==> config.mk <==
export PLATFORM = sky130hd
export DESIGN_NAME = ex_shift_stage
export DESIGN_NICKNAME = d
export VERILOG_FILES = /design/src/rtl/ex_shift_stage.sv
export SDC_FILE = /design/constraint.sdc
export NUM_CORES = 1
export LEC_CHECK = 0
export BUFFER_PORTS_ARGS = -buffer_cell sky130_fd_sc_hd__buf_2
export CAP_MARGIN = 20
export CORE_MARGIN = 2
export CORE_UTILIZATION = 49
export CTS_CLUSTER_DIAMETER = 60
export CTS_CLUSTER_SIZE = 25
export DETAILED_ROUTE_END_ITERATION = 16
export GPL_TIMING_DRIVEN = 0
export PLACE_DENSITY = 0.87
export REMOVE_ABC_BUFFERS = 1
export SYNTH_ARGS = -nofsm -noshare
export SYNTH_HDL_FRONTEND = slang
export SYNTH_SLANG_ARGS = --single-unit
==> constraint.sdc <==
create_clock -name clk -period 3.1 [get_ports clk]
set_input_delay 0.62 -clock clk [delete_from_list [all_inputs] [get_ports clk]]
set_output_delay 0.62 -clock clk [all_outputs]
set_load 0.05 [all_outputs]
==> src/rtl/ex_shift_stage.sv <==
// ex_shift_stage: execute-stage slot for RV32I shift instructions.
//
// Takes decoded shift instructions from ID over valid/ready. Drives operands to an
// external combinational shifter (sh_A/sh_B/sh_op) and samples its result in the
// accept cycle. Captured results go into a 2-entry buffer (main + skid) that feeds
// WB over valid/ready.
//
// Ports:
//   clk, rst_n              clock, asynchronous active-low reset
//   in_valid/in_ready       ID handshake; in_ready is registered (= !skid_valid)
//   in_instr                raw instruction word, decoded combinationally
//   in_rs1/in_rs2/in_rd     operand values and destination index
//   sh_A/sh_B/sh_op         shifter operands; op 00 SLL, 01 SRL, 11 SRA
//   sh_result               shifter result, combinational from sh_A/sh_B/sh_op
//   out_valid/out_ready     WB handshake
//   out_rd/out_wdata        destination index and result (0 for illegal)
//   out_we/out_illegal      write enable (legal and rd != 0), illegal flag
//   perf_shift_cnt          retired legal shift count (only with SHIFT_PERF_CNT_EN)
//
// Optional feature macro: SHIFT_PERF_CNT_EN adds perf_shift_cnt and its counter.

module ex_shift_stage #(
  parameter int unsigned DATA_WIDTH = 32
) (
  input  logic                  clk,
  input  logic                  rst_n,
  input  logic                  in_valid,
  output logic                  in_ready,
  input  logic [31:0]           in_instr,
  input  logic [DATA_WIDTH-1:0] in_rs1,
  input  logic [DATA_WIDTH-1:0] in_rs2,
  input  logic [4:0]            in_rd,
  output logic [DATA_WIDTH-1:0] sh_A,
  output logic [DATA_WIDTH-1:0] sh_B,
  output logic [1:0]            sh_op,
  input  logic [DATA_WIDTH-1:0] sh_result,
  output logic                  out_valid,
  input  logic                  out_ready,
  output logic [4:0]            out_rd,
  output logic [DATA_WIDTH-1:0] out_wdata,
  output logic                  out_we,
  output logic                  out_illegal
`ifdef SHIFT_PERF_CNT_EN
  ,
  output logic [31:0]           perf_shift_cnt
`endif
);

  localparam logic [6:0] OPC_OP     = 7'b0110011;
  localparam logic [6:0] OPC_OP_IMM = 7'b0010011;
  localparam logic [2:0] F3_SLL     = 3'b001;
  localparam logic [2:0] F3_SRX     = 3'b101;
  localparam logic [6:0] F7_BASE    = 7'b0000000;
  localparam logic [6:0] F7_ARITH   = 7'b0100000;
  localparam logic [1:0] OP_SLL     = 2'b00;
  localparam logic [1:0] OP_SRL     = 2'b01;
  localparam logic [1:0] OP_SRA     = 2'b11;

  // ---------------------------------------------------------------------------
  // Decode
  // ---------------------------------------------------------------------------
  logic [6:0] w_opcode;
  logic [2:0] w_funct3;
  logic [6:0] w_funct7;
  logic       w_is_reg;
  logic       w_is_imm;
  logic       w_legal;
  logic [1:0] w_op;
  logic       w_unused_instr;

  assign w_opcode = in_instr[6:0];
  assign w_funct3 = in_instr[14:12];
  // For immediate forms this is instr[31:25], which must match exactly, so a set
  // bit 25 (a 6-bit RV64 shamt) falls out as illegal.
  assign w_funct7 = in_instr[31:25];
  assign w_is_reg = (w_opcode == OPC_OP);
  assign w_is_imm = (w_opcode == OPC_OP_IMM);

  // Register-index fields are irrelevant here; operand values arrive pre-read.
  assign w_unused_instr = ^{in_instr[19:15], in_instr[11:7]};

  always_comb begin
    w_legal = 1'b0;
    w_op    = OP_SLL;
    if (w_is_reg || w_is_imm) begin
      if (w_funct3 == F3_SLL && w_funct7 == F7_BASE) begin
        w_legal = 1'b1;
        w_op    = OP_SLL;
      end else if (w_funct3 == F3_SRX && w_funct7 == F7_BASE) begin
        w_legal = 1'b1;
        w_op    = OP_SRL;
      end else if (w_funct3 == F3_SRX && w_funct7 == F7_ARITH) begin
        w_legal = 1'b1;
        w_op    = OP_SRA;
      end
    end
  end

  always_comb begin
    sh_A = in_rs1;
    if (!w_legal) begin
      sh_B = '0;
    end else if (w_is_reg) begin
      sh_B = in_rs2;
    end else begin
      sh_B = {{(DATA_WIDTH-5){1'b0}}, in_instr[24:20]};
    end
    sh_op = w_legal ? w_op : OP_SLL;
  end

  // ---------------------------------------------------------------------------
  // Entry capture and 2-entry output buffer
  // ---------------------------------------------------------------------------
  logic                  r_main_valid;
  logic [4:0]            r_main_rd;
  logic [DATA_WIDTH-1:0] r_main_wdata;
  logic                  r_main_we;
  logic                  r_main_ill;
  logic                  r_skid_valid;
  logic [4:0]            r_skid_rd;
  logic [DATA_WIDTH-1:0] r_skid_wdata;
  logic                  r_skid_we;
  logic                  r_skid_ill;

  logic                  w_fire_in;
  logic                  w_fire_out;
  logic [DATA_WIDTH-1:0] w_ent_wdata;
  logic                  w_ent_we;
  logic                  w_ent_ill;

  // Registered ready: only a full skid can block, so no path from out_ready.
  assign in_ready   = !r_skid_valid;
  assign w_fire_in  = in_valid & in_ready;
  assign w_fire_out = r_main_valid & out_ready;

  assign w_ent_wdata = w_legal ? sh_result : '0;
  assign w_ent_we    = w_legal & (in_rd != 5'd0);
  assign w_ent_ill   = !w_legal;

  always_ff @(posedge clk or negedge rst_n) begin
    if (!rst_n) begin
      r_main_valid <= 1'b0;
      r_main_rd    <= '0;
      r_main_wdata <= '0;
      r_main_we    <= 1'b0;
      r_main_ill   <= 1'b0;
      r_skid_valid <= 1'b0;
      r_skid_rd    <= '0;
      r_skid_wdata <= '0;
      r_skid_we    <= 1'b0;
      r_skid_ill   <= 1'b0;
    end else if (w_fire_out) begin
      if (r_skid_valid) begin
        // Skid holds the older entry; promote it. in_ready was low, so no accept.
        r_main_rd    <= r_skid_rd;
        r_main_wdata <= r_skid_wdata;
        r_main_we    <= r_skid_we;
        r_main_ill   <= r_skid_ill;
        r_skid_valid <= 1'b0;
      end else if (w_fire_in) begin
        r_main_rd    <= in_rd;
        r_main_wdata <= w_ent_wdata;
        r_main_we    <= w_ent_we;
        r_main_ill   <= w_ent_ill;
      end else begin
        r_main_valid <= 1'b0;
      end
    end else if (w_fire_in) begin
      if (!r_main_valid) begin
        r_main_valid <= 1'b1;
        r_main_rd    <= in_rd;
        r_main_wdata <= w_ent_wdata;
        r_main_we    <= w_ent_we;
        r_main_ill   <= w_ent_ill;
      end else begin
        // Main is stalled; park the new entry so main stays stable.
        r_skid_valid <= 1'b1;
        r_skid_rd    <= in_rd;
        r_skid_wdata <= w_ent_wdata;
        r_skid_we    <= w_ent_we;
        r_skid_ill   <= w_ent_ill;
      end
    end
  end

  assign out_valid   = r_main_valid;
  assign out_rd      = r_main_rd;
  assign out_wdata   = r_main_wdata;
  assign out_we      = r_main_we;
  assign out_illegal = r_main_ill;

`ifdef SHIFT_PERF_CNT_EN
  logic [31:0] r_perf_cnt;

  // Counts retired legal shifts; wraps naturally at 32 bits.
  always_ff @(posedge clk or negedge rst_n) begin
    if (!rst_n) begin
      r_perf_cnt <= '0;
    end else if (w_fire_out && !r_main_ill) begin
      r_perf_cnt <= r_perf_cnt + 32'd1;
    end
  end

  assign perf_shift_cnt = r_perf_cnt;
`endif

endmodule

==> impl_results.md <==
* Slew HR at 40.9%
* Core Util, Final at 62.8%
* Number of global-route vias before repair at 3919
* Quantity of hold-fixing buffers added after cts at 0
* DRT Wirelength at 12.7 mm
* Area growth from synthesis to layout at 24.1%
* Final Max Tran Viols at 0
* Maximum count of clock buffers along a single path at 2
* Iteration-0 DRC count of the detailed router at 113
* Average routed wire per standard cell at 18.4 microns
* IO Count at 244
* Maximum fanout along the worst path at 9
* Clock latency reported for the late side of the worst-skew pair at 340 ps
* PwrDens at 810 nW/um^2
* Crit. End Element: primary output
* Die footprint at 9780 sq um
* Outcome: finished, final reports clean
* Area share of the largest cell type after synthesis at 45.4%
* Via total after detailed routing at 3937
* Worst Setup Slack post-DPL at -294 ps
* Number of endpoints failing setup at the final stage at 0
* Effective utilization at floorplan at 50.6%
* Sequential cell area in the final layout at 2000 sq um
* Vias per std cell at 5.70
* Syn Inst Count at 452
* Max H-tree Level at 3
* Antenna violations before repair at 1
* Sort of element at the start of the critical path: input pin
* Final number of hold-violating endpoints at 0
* Netlist cell types at 34
* Register bit count reported by yosys at 80
* Total GRT Usage at 25.7%
* Die width at 98.9 microns
* Fin crit period at 3040 ps
* Total Power Consumption at 4.44 mW
* Largest stage delay on the critical path at 560 ps
* Area of combinational cells with multiple inputs at 1990 sq um
* Yosys Warn Count at 0
* Netlist area before placement at 4410 sq um
* Average size of a mapped cell at 9.76 sq um
* Cell row count at 34
* Core Box Area at 8720 sq um
* Ratio of cells with drive above 1 in the final layout at 41.1%
* Pin count of the biggest net entering global routing at 51
* Register clock-pin slew on the reported worst setup and hold paths at 80 ps
* Max-cap viol count at 0
* Crit path DAT at 2420 ps
* P_leak at 2.77 nW
* Number of design rule violations left after detail routing at 0
* Dominant register cell in the synthesized netlist: sky130_fd_sc_hd__dfrtp_1
* Number of non-filler instances in the completed layout at 691
* VDD IR max at 0.375 mV
* Most area-hungry cell type in the Yosys netlist: sky130_fd_sc_hd__dfrtp_1
* Final net count at 717
* Tightest hold margin at 213 ps
* Cells traversed along the worst timing path: buf_2 -> or4b_4 -> nor4_4 -> buf_4 -> buf_6 -> buf_4 -> and3_1 -> buf_2
* Largest cells by area after synthesis: sky130_fd_sc_hd__dfrtp_1 (45%), sky130_fd_sc_hd__or4b_1 (7.3%), sky130_fd_sc_hd__buf_4 (6.3%)
* Minimum setup slack in the final design at 61.3 ps
* First-pass GRT wire length at 19.7 mm
* TritonCTS buffer count at 9
* Number of I/O port buffers at 169
* Final Cycle Share at 98.0%
* Synth async-reset ratio at 100%
* Post-DRT Antenna Nets at 0
* Worst Skew at 7.54 ps
* Number of sinks on the clock net at 80
* Library cell contributing the largest single delay on the critical path: sky130_fd_sc_hd__or4b_4
* TritonCTS clock tree: built
* Routability Congestion at 0.817
* Critical path type: in2out
* Vertical die dimension at 98.9 microns
* Worst-Margin Slew at 883 ps
* Instance count after placement with tap cells included at 671
* DRT Pass-1 Iters at 4
* Layout fillers at 743
* Post-synth EDFFs at 0
* Maximum frequency from static timing analysis at 329 MHz
* Root cell of the clock tree: sky130_fd_sc_hd__clkbuf_8
* Post-detailed-placement half-perimeter wirelength at 9.34 mm
* Data required time of the worst path at 2480 ps
* Hold/Removal Path Class: in2async
* GRT overflow at 0
* Seq/Total Area, Yosys at 45.4%
## Yosys cell counts (3+ instances only)
cell and instances:
sky130_fd_sc_hd__a21oi_1 5, sky130_fd_sc_hd__a31o_1 5, sky130_fd_sc_hd__a31o_2 27, sky130_fd_sc_hd__a31oi_1 33
sky130_fd_sc_hd__and2_1 33, sky130_fd_sc_hd__and3_1 29, sky130_fd_sc_hd__buf_1 3, sky130_fd_sc_hd__buf_2 3
sky130_fd_sc_hd__buf_4 37, sky130_fd_sc_hd__buf_6 3, sky130_fd_sc_hd__clkbuf_1 25, sky130_fd_sc_hd__dfrtp_1 80
sky130_fd_sc_hd__mux2i_1 10, sky130_fd_sc_hd__nand2_1 52, sky130_fd_sc_hd__nor2_1 41, sky130_fd_sc_hd__nor2b_1 7
sky130_fd_sc_hd__o21ai_0 4, sky130_fd_sc_hd__or4b_1 32
## metrics by stage
stage,cell area [sq um],TNS [ps]
floorplan,3980,-109860
global placement,4960,-241050
detailed placement,5190,-5350
CTS,5400,0
global route,5480,-104
finish,5480,0
## what timing repair did
action                     CTS  global route
resized for setup            4            26
pin swaps                    1             1
setup endpoints to repair   28            14
gates cloned                 0             1
buffers inserted             1             3
## state kept, by name, indices dropped and copies added, names as in the netlist
name	flops
r_skid_rd	5
r_skid_ill	1
out_valid	1
out_rd	5
out_we	1
r_skid_we	1
r_skid_wdata	32
out_wdata	32
out_illegal	1
r_skid_valid	1
## final timing paths
check	slack, ps	start	end	depth (start not counted)
max in group asynchronous	2290	rst_n	r_skid_wdata[3]	2
worst min-delay path	210	rst_n	r_skid_wdata[13]	1
worst min register to register	480	r_skid_ill	r_skid_ill	2
min in group clk	480	r_skid_ill	r_skid_ill	2
worst max register to register	900	r_skid_valid	out_wdata[12]	8
worst max-delay path	60	in_instr[3]	sh_B[30]	8
## where the power goes
| part | total (mW) | internal, mW | switching (mW) |
|---|---|---|---|
| clock | 0.768 | 0.406 | 0.361 |
| sequential | 1.52 | 1.35 | 0.171 |
| combinational | 2.14 | 0.556 | 1.59 |
## layout make-up
| type | count | share of cell area (%) |
|---|---|---|
| sequential | 80 | 36.6 |
| multi-input combinational | 299 | 36.4 |
| tap | 108 | 2.47 |
| antenna | 1 | 0.0457 |
| clock inverter | 3 | 0.777 |
| timing repair buffer | 187 | 20.9 |
| clock buffer | 11 | 2.77 |
| inverter | 2 | 0.137 |
## critical path, delay by kind of cell
family | cells | cell delay [ps]
AND/OR/NAND/NOR | 3 | 1010
buffers and inverters | 5 | 790
## per-layer routing
metal	vias to the layer above	track usage [%]	wire (microns)
met5	-	4.62	42
met4	2	7.48	187
met3	18	10.1	1200
met2	194	42.7	6310
met1	1896	30.6	4960
li1	1827	-	-
## logic make-up (layout without fill, tap and decap cells)
logic type / count (synthesis) / after routing / synth area share (%)
buf+inv: 73 / 203 / 9.95
other cells: 0 / 1 / 0
mux: 11 / 11 / 2.52
fa+ha+maj: 1 / 1 / 0.284
flops: 80 / 80 / 45.4
simple gates: 210 / 210 / 29.2
compound gates: 77 / 77 / 12.6
## cell usage in the layout, fill, tap and decap left out, drive strengths merged, types with 12 or more instances in the layout
cell and count:
a31o 32, a31oi 33, and2 34, and3 29, buf 186, clkbuf 12
dfrtp 80, nand2 52, nor2 41, or4b 33
No activity file was read; power rests on OpenSTA's default activity.
